## src/rtl/npu8_q_pkg.sv

```systemverilog
// rtl/npu8_q_pkg.sv - shared pack-state encoding, lane masks and word type for the quantized output path
package npu8_q_pkg;

  localparam int FIFO_DEPTH_DEF = 4;

  localparam logic [1:0] ST_EMPTY = 2'd0;
  localparam logic [1:0] ST_FILL1 = 2'd1;
  localparam logic [1:0] ST_FILL2 = 2'd2;
  localparam logic [1:0] ST_FILL3 = 2'd3;

  localparam logic [3:0] MASK_1 = 4'h1;
  localparam logic [3:0] MASK_2 = 4'h3;
  localparam logic [3:0] MASK_3 = 4'h7;
  localparam logic [3:0] MASK_4 = 4'hF;

  typedef struct packed {
    logic [3:0]  byte_en;
    logic [31:0] data;
  } pack_word_t;

  function automatic logic [3:0] lane_mask(input logic [2:0] nbytes);
    case (nbytes)
      3'd1:    return MASK_1;
      3'd2:    return MASK_2;
      3'd3:    return MASK_3;
      3'd4:    return MASK_4;
      default: return 4'h0;
    endcase
  endfunction

endpackage

```

## src/rtl/sync_fifo32.sv

```systemverilog
// rtl/sync_fifo32.sv - single-clock FIFO with valid/ready ports; accepts a write when full if a read happens in the same cycle
module sync_fifo32 #(
  parameter int WIDTH = 36,
  parameter int DEPTH = 4
) (
  input  logic             clk,
  input  logic             reset,
  input  logic             wr_tvalid,
  output logic             wr_tready,
  input  logic [WIDTH-1:0] wr_tdata,
  output logic             rd_tvalid,
  input  logic             rd_tready,
  output logic [WIDTH-1:0] rd_tdata
);

  localparam int AW = $clog2(DEPTH);

  logic [WIDTH-1:0] mem [DEPTH];
  logic [AW:0]      wr_ptr;
  logic [AW:0]      rd_ptr;
  logic             full;
  logic             empty;
  logic             do_wr;
  logic             do_rd;

  // Extra pointer bit distinguishes full from empty when the indices match.
  assign empty     = (wr_ptr == rd_ptr);
  assign full      = (wr_ptr[AW] != rd_ptr[AW]) && (wr_ptr[AW-1:0] == rd_ptr[AW-1:0]);
  assign rd_tvalid = !empty;
  assign do_rd     = rd_tvalid && rd_tready;
  assign wr_tready = !full || do_rd;
  assign do_wr     = wr_tvalid && wr_tready;
  assign rd_tdata  = empty ? '0 : mem[rd_ptr[AW-1:0]];

  always_ff @(posedge clk) begin
    if (reset) begin
      wr_ptr <= '0;
      rd_ptr <= '0;
    end else begin
      if (do_wr) wr_ptr <= wr_ptr + {{AW{1'b0}}, 1'b1};
      if (do_rd) rd_ptr <= rd_ptr + {{AW{1'b0}}, 1'b1};
    end
  end

  always_ff @(posedge clk) begin
    if (do_wr) mem[wr_ptr[AW-1:0]] <= wr_tdata;
  end

endmodule

```

## src/rtl/q_out_pack8.sv

```systemverilog
// rtl/q_out_pack8.sv - packs clamped quantized bytes into 32-bit words; Q_OUT_PACK8_STAT_EN adds MIN/MAX outputs
module q_out_pack8
  import npu8_q_pkg::*;
#(
  parameter int FIFO_DEPTH = FIFO_DEPTH_DEF,
  parameter int CNT_W      = 16
) (
  input  logic             CLK,
  input  logic             RESET,
  input  logic             INPUT_EN,
  input  logic [7:0]       D_IN,
  input  logic             RELU_EN,
  input  logic [7:0]       ZERO_POINT,
  input  logic             FLUSH,
  output logic             OUT_VALID,
  input  logic             OUT_READY,
  output logic [31:0]      OUT_DATA,
  output logic [3:0]       OUT_BYTE_EN,
  output logic             OVERFLOW,
  output logic [CNT_W-1:0] WORD_CNT,
  output logic             BUSY
`ifdef Q_OUT_PACK8_STAT_EN
  ,
  output logic [7:0]       MIN,
  output logic [7:0]       MAX
`endif
);

  logic [7:0]  b;
  logic [1:0]  state;
  logic [23:0] lanes;
  logic [2:0]  fill_next;
  logic        push;
  logic        push_ready;
  pack_word_t  push_word;
  pack_word_t  head_word;

  assign b = (RELU_EN && (D_IN < ZERO_POINT)) ? ZERO_POINT : D_IN;

  // Bytes held once this cycle's strobe lands; a flush pushes whatever that is.
  assign fill_next = {1'b0, state} + {2'b00, INPUT_EN};
  assign push      = (INPUT_EN && (state == ST_FILL3)) || (FLUSH && (fill_next != 3'd0));

  always_comb begin
    push_word.data = {8'h00, lanes};
    if (INPUT_EN) push_word.data[{state, 3'b000} +: 8] = b;
    push_word.byte_en = lane_mask(fill_next);
  end

  always_ff @(posedge CLK) begin
    if (RESET) begin
      state <= ST_EMPTY;
      lanes <= '0;
    end else if (push) begin
      state <= ST_EMPTY;
      lanes <= '0;
    end else if (INPUT_EN) begin
      state <= state + 2'd1;
      lanes <= push_word.data[23:0];
    end
  end

  sync_fifo32 #(
    .WIDTH (36),
    .DEPTH (FIFO_DEPTH)
  ) u_fifo (
    .clk       (CLK),
    .reset     (RESET),
    .wr_tvalid (push),
    .wr_tready (push_ready),
    .wr_tdata  (push_word),
    .rd_tvalid (OUT_VALID),
    .rd_tready (OUT_READY),
    .rd_tdata  (head_word)
  );

  assign OUT_DATA    = head_word.data;
  assign OUT_BYTE_EN = head_word.byte_en;
  assign BUSY        = (state != ST_EMPTY) || OUT_VALID;

  always_ff @(posedge CLK) begin
    if (RESET) begin
      WORD_CNT <= '0;
      OVERFLOW <= 1'b0;
    end else if (push && push_ready) begin
      WORD_CNT <= WORD_CNT + CNT_W'(1);
    end else if (push) begin
      OVERFLOW <= 1'b1;
    end
  end

`ifdef Q_OUT_PACK8_STAT_EN
  always_ff @(posedge CLK) begin
    if (RESET) begin
      MIN <= 8'hFF;
      MAX <= 8'h00;
    end else if (INPUT_EN) begin
      if (b < MIN) MIN <= b;
      if (b > MAX) MAX <= b;
    end
  end
`endif

endmodule

```

## config.mk

```make
export PLATFORM = sky130hd
export DESIGN_NAME = q_out_pack8
export DESIGN_NICKNAME = d
export VERILOG_FILES = /design/src/rtl/npu8_q_pkg.sv /design/src/rtl/sync_fifo32.sv /design/src/rtl/q_out_pack8.sv
export SDC_FILE = /design/constraint.sdc
export NUM_CORES = 1
export LEC_CHECK = 0
export ABC_CLOCK_PERIOD_IN_PS = 6800
export CORE_MARGIN = 5
export CORE_UTILIZATION = 50
export CTS_CLUSTER_SIZE = 16
export DETAILED_ROUTE_END_ITERATION = 16
export PLACE_DENSITY = 0.79
export SYNTH_ARGS = -nofsm -noshare
export SYNTH_HDL_FRONTEND = slang
export SYNTH_SLANG_ARGS = --single-unit
```

## constraint.sdc

```tcl
create_clock -name CLK -period 6.8 [get_ports CLK]
set_input_delay 1.7 -clock CLK [delete_from_list [all_inputs] [get_ports CLK]]
set_output_delay 1.7 -clock CLK [all_outputs]
set_load 0.005 [all_outputs]
```

==> out/qor_table.md, run 1 <==
| Step | Parameter | Value |
|:---|:---|:---|
| grt | GR Util met2 | 30.5% |
| grt | Global-route usage over all layers | 18.2% |
| timing | Max Slew Vio Count | 0 |
| clock tree | Clk sink count | 195 |
| floorplanning | Boundary Pins | 77 |
| clock tree | Root buf cell | sky130_fd_sc_hd__clkbuf_16 |
| final layout | Most common library cell in the layout ignoring fill and taps | sky130_fd_sc_hd__edfxtp_1 |
| timing | Ratio of final minimum period to clock period | 67.7% |
| route | Via count normalized by instance count | 5.54 |
| grt | Via count of the first global-routing pass | 5,291 |
| yosys | Flops & latches, synth | 195 |
| pwr | Sequential share of power | 45.0% |
| yosys | Commonest register cell after synthesis | sky130_fd_sc_hd__edfxtp_1 |
| timing | Fmax | 0.217 GHz |
| pwr | Peak supply drop | 0.244 mV |
| yosys | Fraction of synthesized area in multiplexers | 13.5% |
| yosys | Synthesized-area fraction occupied by and/or/nand/nor cells | 13.2% |
| final layout | Growth of design area from synthesis to finish | 18.2% |
| yosys | Count of mapped cells out of synthesis | 610 |
| timing | Setup TNS | 0 ps |
| clock tree | Clock edge transition at the registers on the reported setup and hold paths | 70 ps |
| grt | Met3 capacity usage during global routing | 4.20% |
| critical path | Max FO, Critical Path | 26 |
| yosys | Fraction of registers with async set or reset after synthesis | 0% |
| route | DRC violations left | 0 |
| worst hold path | Path class of the lowest-slack min-delay path | reg2reg |
| flow run | Max-cap violations | 0 |
| floorplanning | Total Die Area | 0.0198 mm2 |
| critical path | Critical path start-end classification | in2reg |
| critical path | Critical path launch point type | input port |
| final layout | Final Instance Area | 0.0101 mm2 |
| final layout | Layout cell share with drive strength beyond 1 | 15.3% |
| final layout | Antenna Cells | 0 |
| clock tree | Clock tree from TritonCTS | done |
| floorplanning | Chip height | 141 um |
| grt | Initial antenna violation count | 0 |
| clock tree | Hold-fix buffers at CTS | 0 |
| grt | Remaining global-route overflow | 0 |
| yosys | Count of cell types in the netlist | 45 |
| route | Length of the first detailed-routing pass in iterations | 5 |
| final layout | Number of nets in the layout | 727 |
| pwr | Switching Share | 25.0% |
| yosys | EDFF count, synth | 144 |
| clock tree | CTS buffer count | 17 |
| floorplanning | Area of the core region | 0.0166 mm2 |
| critical path | Critical Path Start | INPUT_EN |
| timing | Crit path setup slack, layout | 2200 ps |
| timing | Headroom to the max-slew limit | 28.3% |
| pwr | Fraction of power consumed by combinational cells | 21.6% |
| critical path | Arrival time of data at the critical path endpoint | 4940 ps |
| clock tree | Later-pin clock latency in the skew report | 440 ps |
| pwr | Portion of total power attributed to the clock network | 33.4% |
| yosys | Main combinational cell family by area after synthesis | multiplexers |
| yosys | Adder-cell share of the synthesized area | 2.93% |
| worst hold path | Hold Crit Start | lanes[2]$_SDFFE_PP0P_ |
| critical path | Worst setup EP type | flop |
| floorplanning | Initial core utilization | 51.3% |
| grt | Met1 Resource Use GR | 23.0% |
| floorplanning | Die W | 141 um |
| clock tree | Largest buffer count on any clock path | 2 |
| pwr | Net switching power figure | 756 uW |
| clock tree | Setup repair bufs after CTS | 0 |
| route | Via count of the routed design | 5,082 |
| yosys | Post-synth design cell area | 0.00854 mm2 |
| final layout | Most used cells in the layout excluding fill and tap cells | sky130_fd_sc_hd__edfxtp_1, sky130_fd_sc_hd__nand2_1, sky130_fd_sc_hd__clkdlybuf4s50_1 |
| worst hold path | Count of cells along the worst hold path | 2 |
| timing | Worst Hold Margin | 466 ps |
| route | Detailed Route WL | 17,300 um |
| timing | Slew at the pin with the worst max-slew slack | 1080 ps |
| yosys | Proportion of synthesized chip area in sequential cells | 62.6% |
| pwr | Leakage power figure | 3.54 nW |
| yosys | Number of warnings printed during yosys synthesis | 0 |
| critical path | Reg2Reg Launch Point | state[0]$_SDFFE_PP0P_ |
| grt | Pin count of the biggest net entering global routing | 40 |
| pwr | Cell internal pwr | 2.27 mW |
| critical path | Data required time of the critical path | 7140 ps |
| outcome | Outcome | finished clean |
| yosys | Net count after synthesis | 652 |
| critical path | Reg2reg path depth | 6 |
| grt | Global-route wire length before repair | 27,800 um |
| timing | Setup repair after global routing missed its margin | false |
| clock tree | Clock H-tree levels | 4 |
| final layout | # fillers | 1,207 |
| floorplanning | Placement row count | 47 |
| timing | Final setup violation count | 0 |
| pwr | Pwr per Cell Area | 300 mW/mm2 |
| yosys | Post-Synthesis Mean Instance Area | 14.0 um2 |
| place | Dpl cell area | 0.00948 mm2 |
| route | Wire per inst | 18.9 um |
| route | DRC violation total after the first TritonRoute iteration | 400 |
| timing | Setup Skew | 10.9 ps |
| route | Antenna Violating Nets Remaining | 0 |
| clock tree | Post-cts repair resize count | 0 |
| place | Setup slack at placement | 1790 ps |
| yosys | Complex-gate fraction of the synthesized area | 2.89% |
| pwr | Sum of internal, switching and leakage power | 3.03 mW |
| timing | Min cycle time layout | 4600 ps |
| place | Number of buffers inserted by port buffering | 76 |
| timing | Hold Fails Final Rpt | 0 |
| grt | Top Usage Layer GRT | met2 |
| place | Detailed-placement wirelength estimate | 11,300 um |
| yosys | Xor-xnor portion of the synthesized cell area | 2.36% |
| place | Global placer's final weighted congestion | 0.878 |
## metrics by stage
stage | cells | util, %
6_report | 918 | 60.6
5_1_grt | 918 | 60.6
4_1_cts | 918 | 60.6
3_5_place_dp | 886 | 57.0
3_3_place_gp | 886 | 57.0
2_1_floorplan | 610 | -
## sequential cells by signal, indices dropped and copies added (netlist names), named ones only
register and count:
u_fifo.mem 144, lanes 24, WORD_CNT 16, u_fifo.rd_ptr 3, u_fifo.wr_ptr 3, state 2
OVERFLOW 1
## final timing paths
check,to,slack [ps]
min,lanes[2]$_SDFFE_PP0P_,470
max,lanes[16]$_SDFFE_PP0P_,2200
max reg2reg,lanes[16]$_SDFFE_PP0P_,3600
min reg2reg,lanes[2]$_SDFFE_PP0P_,470
## routing by layer
layer  vias to the layer above  wire length, um
li1                       2376                -
met1                      2529             7270
met2                       146             8800
met3                        31              844
met4                         0              410
met5                         -                0
## cell type report
cell class | instances | area [um2] | area share [%]
Multi-Input combinational cell | 371 | 2980 | 29.5
Inverter | 16 | 60.1 | 0.595
Sequential cell | 195 | 5350 | 53.0
Tap cell | 220 | 275 | 2.73
Clock buffer | 21 | 470 | 4.66
Clock inverter | 11 | 139 | 1.38
Timing Repair Buffer | 84 | 821 | 8.13
## kinds of logic (layout without fill, tap and decap cells)
logic type / Yosys count / after routing
adders and majority gates: 20 / 20
buffers and inverters: 44 / 132
xor gates and xnor gates: 23 / 23
muxes: 67 / 67
and+or+nand+nor: 221 / 221
AOI/OAI and AO/OA: 40 / 40
DFF: 195 / 195
## cells in the mapped netlist, drive strengths merged, types with 2 or more instances
cell | number | area, um2
edfxtp | 144 | 4320
nand2 | 101 | 382
dfxtp | 51 | 1020
and2 | 40 | 250
mux4 | 36 | 811
nor2 | 34 | 128
a21oi | 25 | 129
mux2 | 22 | 248
ha | 20 | 250
xnor2 | 18 | 158
inv | 16 | 60.1
clkbuf | 15 | 56.3
buf | 13 | 97.6
nand3 | 11 | 55.1
mux2i | 9 | 90.1
nor4 | 7 | 43.8
nor4b | 6 | 113
o21ai | 6 | 30.0
xor2 | 5 | 43.8
nand3b | 4 | 30.0
nor3 | 4 | 20.0
nor3b | 4 | 35.0
a31oi | 3 | 18.8
and4 | 2 | 17.5
nand2b | 2 | 12.5
nand4 | 2 | 12.5
nor2b | 2 | 12.5
## power by group through the flow
stage / clock [mW] / combinational (mW) / sequential [mW]
2_1_floorplan: 0 / 0.385 / 1.38
3_3_place_gp: 0 / 0.652 / 1.38
3_5_place_dp: 0 / 0.665 / 1.39
4_1_cts: 1.03 / 0.673 / 1.36
5_1_grt: 1.08 / 0.718 / 1.37
6_report: 1.01 / 0.654 / 1.36
## worst max-delay path, cell delays in order
cell                              delay [ps]
sky130_fd_sc_hd__clkdlybuf4s50_1         590
sky130_fd_sc_hd__ha_1                    300
sky130_fd_sc_hd__ha_1                    320
sky130_fd_sc_hd__o31a_1                  260
sky130_fd_sc_hd__a21oi_2                 600
sky130_fd_sc_hd__nand2b_1                770
sky130_fd_sc_hd__a31oi_1                 390
No activity file was read; power rests on OpenSTA's default activity.
==> inputs of run 2 (changes only) <==
- ABC_CLOCK_PERIOD_IN_PS: 6800 -> 4700
- clock period: 6.8 -> 4.7 ns (I/O delays scaled with it)
==> run 2 against run 1 <==
  * First-iteration DRC count shrank 31%
  * Via count increased by 1.2%
  * Sequential cell count stayed put
  * Count of clock-buffer cells in the layout rose by 1
  * Cell area rose by 0.36%
  * Routed wire length is 1.2% higher
  * Final cell count grew 0.54%
  * Critical endpoint is now OUT_DATA[8]
==> out/qor_table.md, run 2 (synthesis results as in run 1) <==
| Step | Parameter | Value | Change |
|:---|:---|:---|:---|
| floorplanning | Placement row count | 47 | unchanged |
| route | Top sig layer | met4 |  |
| timing | Slew at the pin with the worst max-slew slack | 1070 ps | -3.19 ps |
| timing | Worst Hold Margin | 466 ps | +0.504 ps |
| grt | Initial antenna violation count | 0 | unchanged |
| pwr | Peak supply drop | 0.270 mV | +11% |
| pwr | Pwr per Cell Area | 430 mW/mm2 | +43% |
| flow run | Max-cap violations | 0 | unchanged |
| timing | Headroom to the max-slew limit | 28.4% | +0.14 points |
| pwr | Portion of total power attributed to the clock network | 32.6% | -0.8 points |
| route | DR WL met3 | 935 um | +11% |
| pwr | Sequential share of power | 45.5% | +0.5 points |
| route | Via count of the routed design | 5,142 | +1.2% |
| grt | Via count of the first global-routing pass | 5,314 | +0.43% |
| final layout | # fillers | 1,184 | -1.9% |
| route | Via count normalized by instance count | 5.57 | +0.63% |
| final layout | Most used cells in the layout excluding fill and tap cells | sky130_fd_sc_hd__edfxtp_1, sky130_fd_sc_hd__nand2_1, sky130_fd_sc_hd__clkdlybuf4s50_1 |  |
| clock tree | Post-cts repair resize count | 0 | unchanged |
| critical path | Max FO, Critical Path | 21 | -19% |
| critical path | Arrival time of data at the critical path endpoint | 2770 ps | -2170 ps |
| pwr | Net switching power figure | 1.06 mW | +41% |
| final layout | Layout cell share with drive strength beyond 1 | 15.9% | +0.60 points |
| final layout | FF/Latch Area | 0.00535 mm2 | unchanged |
| timing | Setup repair after global routing missed its margin | false |  |
| timing | Final setup violation count | 0 | unchanged |
| route | Antenna Violating Nets Remaining | 0 | unchanged |
| grt | Pin count of the biggest net entering global routing | 37 | -7.5% |
| clock tree | Later-pin clock latency in the skew report | 430 ps | about the same |
| place | Total instance count after detailed placement | 891 | +0.56% |
| clock tree | Clock edge transition at the registers on the reported setup and hold paths | 70 ps | about the same |
| final layout | Post-Route Utilization | 60.9% | +0.22 points |
| timing | Hold Fails Final Rpt | 0 | unchanged |
| timing | Ratio of final minimum period to clock period | 83.8% |  |
| floorplanning | Die W | 141 um | unchanged |
| final layout | Most common library cell in the layout ignoring fill and taps | sky130_fd_sc_hd__edfxtp_1 |  |
| pwr | Fraction of power consumed by combinational cells | 21.9% | +0.3 points |
| critical path | Worst setup EP type | output pin |  |
| place | Dpl cell area | 0.00954 mm2 | +0.59% |
| timing | Max Slew Vio Count | 0 | unchanged |
| pwr | Switching Share | 24.4% | -0.57 points |
| place | Setup slack at placement | 633 ps | -1160 ps |
| grt | Global-route usage over all layers | 18.4% | +0.29 points |
| timing | Setup TNS | 0 ps | unchanged |
| outcome | Outcome | finished clean |  |
| timing | Min cycle time layout | 3940 ps |  |
| floorplanning | Total Die Area | 0.0198 mm2 | unchanged |
| route | Sum of met2 wire segment lengths after detailed routing | 9020 um | +2.5% |
| final layout | Max FFs per register | 144 | unchanged |
| pwr | Cell internal pwr | 3.29 mW | +45% |
| route | Length of the first detailed-routing pass in iterations | 4 | -1 |
| pwr | Leakage power figure | 3.56 nW | +0.55% |
| route | DRC violations left | 0 | unchanged |
| route | Wire per inst | 19.0 um | +0.62% |
| timing | Fmax | 0.254 GHz |  |
| final layout | Antenna Cells | 0 | unchanged |
| clock tree | Clock H-tree levels | 4 | unchanged |
| final layout | Number of nets in the layout | 732 | +0.69% |
| route | Routed metal-1 wire length | 7070 um | -2.8% |
| critical path | Critical path launch point type | flop |  |
| clock tree | Root buf cell | sky130_fd_sc_hd__clkbuf_16 |  |
| final layout | Multi-input gate area in the final layout | 0.00299 mm2 | +0.21% |
| final layout | Final Instance Count excl. Fillers | 923 | +0.54% |
| clock tree | Setup repair bufs after CTS | 0 | unchanged |
| final layout | Final Instance Area | 0.0101 mm2 | +0.36% |
| route | Detailed Route WL | 17,500 um | +1.2% |
| floorplanning | Boundary Pins | 77 | unchanged |
| clock tree | CTS buffer count | 17 | unchanged |
| clock tree | Hold-fix buffers at CTS | 0 | unchanged |
| floorplanning | Initial core utilization | 51.3% | unchanged |
| clock tree | Largest buffer count on any clock path | 2 | unchanged |
| route | DRC violation total after the first TritonRoute iteration | 278 | -31% |
| worst hold path | Path class of the lowest-slack min-delay path | reg2reg |  |
| place | Global placer's final weighted congestion | 0.912 | +3.8% |
| pwr | Sum of internal, switching and leakage power | 4.35 mW | +44% |
| critical path | Data required time of the critical path | 3520 ps | -3620 ps |
| final layout | Growth of design area from synthesis to finish | 18.7% |  |
| clock tree | Clk sink count | 195 | unchanged |
| floorplanning | Area of the core region | 0.0166 mm2 | unchanged |
| grt | Global-route wire length before repair | 28,200 um | +1.2% |
| place | Detailed-placement wirelength estimate | 11,700 um | +3.5% |
| floorplanning | Chip height | 141 um | unchanged |
| critical path | Critical path start-end classification | reg2out |  |
| clock tree | Clock tree from TritonCTS | done |  |
| timing | Setup Skew | 6.33 ps | -4.52 ps |
| place | Number of buffers inserted by port buffering | 76 | unchanged |
| grt | Remaining global-route overflow | 0 | unchanged |
| timing | Crit path setup slack, layout | 759 ps | -1440 ps |
[run 2: changes by cell type in the layout (fill, tap and decap cells not counted), sizes merged]
cell	delta
buf	+5
clkinv	+4
clkbuf	+1
inv	-6
clkinvlp	+1
[run 2: final cells by class]
type | count | area share [%]
Clock buffer | 22 | 4.78
Clock inverter | 10 | 1.04
Inverter | 16 | 0.593
Multi-Input combinational cell | 371 | 29.5
Sequential cell | 195 | 52.8
Tap cell | 220 | 2.72
Timing Repair Buffer | 89 | 8.60
[run 2: worst paths after layout]
kind,startpoint,endpoint,slack (ps),cells past startpoint
max,u_fifo.wr_ptr[1]$_SDFFE_PP0P_,OUT_DATA[8],760,6
min,lanes[15]$_SDFFE_PP0P_,lanes[15]$_SDFFE_PP0P_,470,2
max reg2reg,state[0]$_SDFFE_PP0P_,u_fifo.mem[3][28]$_DFFE_PP_,1700,7
min reg2reg,lanes[15]$_SDFFE_PP0P_,lanes[15]$_SDFFE_PP0P_,470,2
[run 2: power by group through the flow]
stage	Combinational [mW]	Sequential, mW	Clock, mW
global placement	0.955	2.01	0
CTS	0.976	1.98	1.45
detailed placement	0.970	2.02	0
global route	1.04	1.99	1.53
finish	0.953	1.98	1.42
floorplan	0.557	1.99	0
[run 2: worst max-delay path: stages (launching register included)]
cell and delay [ps]:
sky130_fd_sc_hd__dfxtp_1 450, sky130_fd_sc_hd__xor2_1 320, sky130_fd_sc_hd__nor3_1 120, sky130_fd_sc_hd__inv_1 350, sky130_fd_sc_hd__buf_4 340, sky130_fd_sc_hd__and2_1 210, sky130_fd_sc_hd__clkdlybuf4s50_1 520
[run 2: metal layers]
metal,vias to the layer above,track usage (%)
met1,2555,22.8
met3,37,4.57
met4,0,8.31
met5,-,0
met2,161,30.9
li1,2389,-
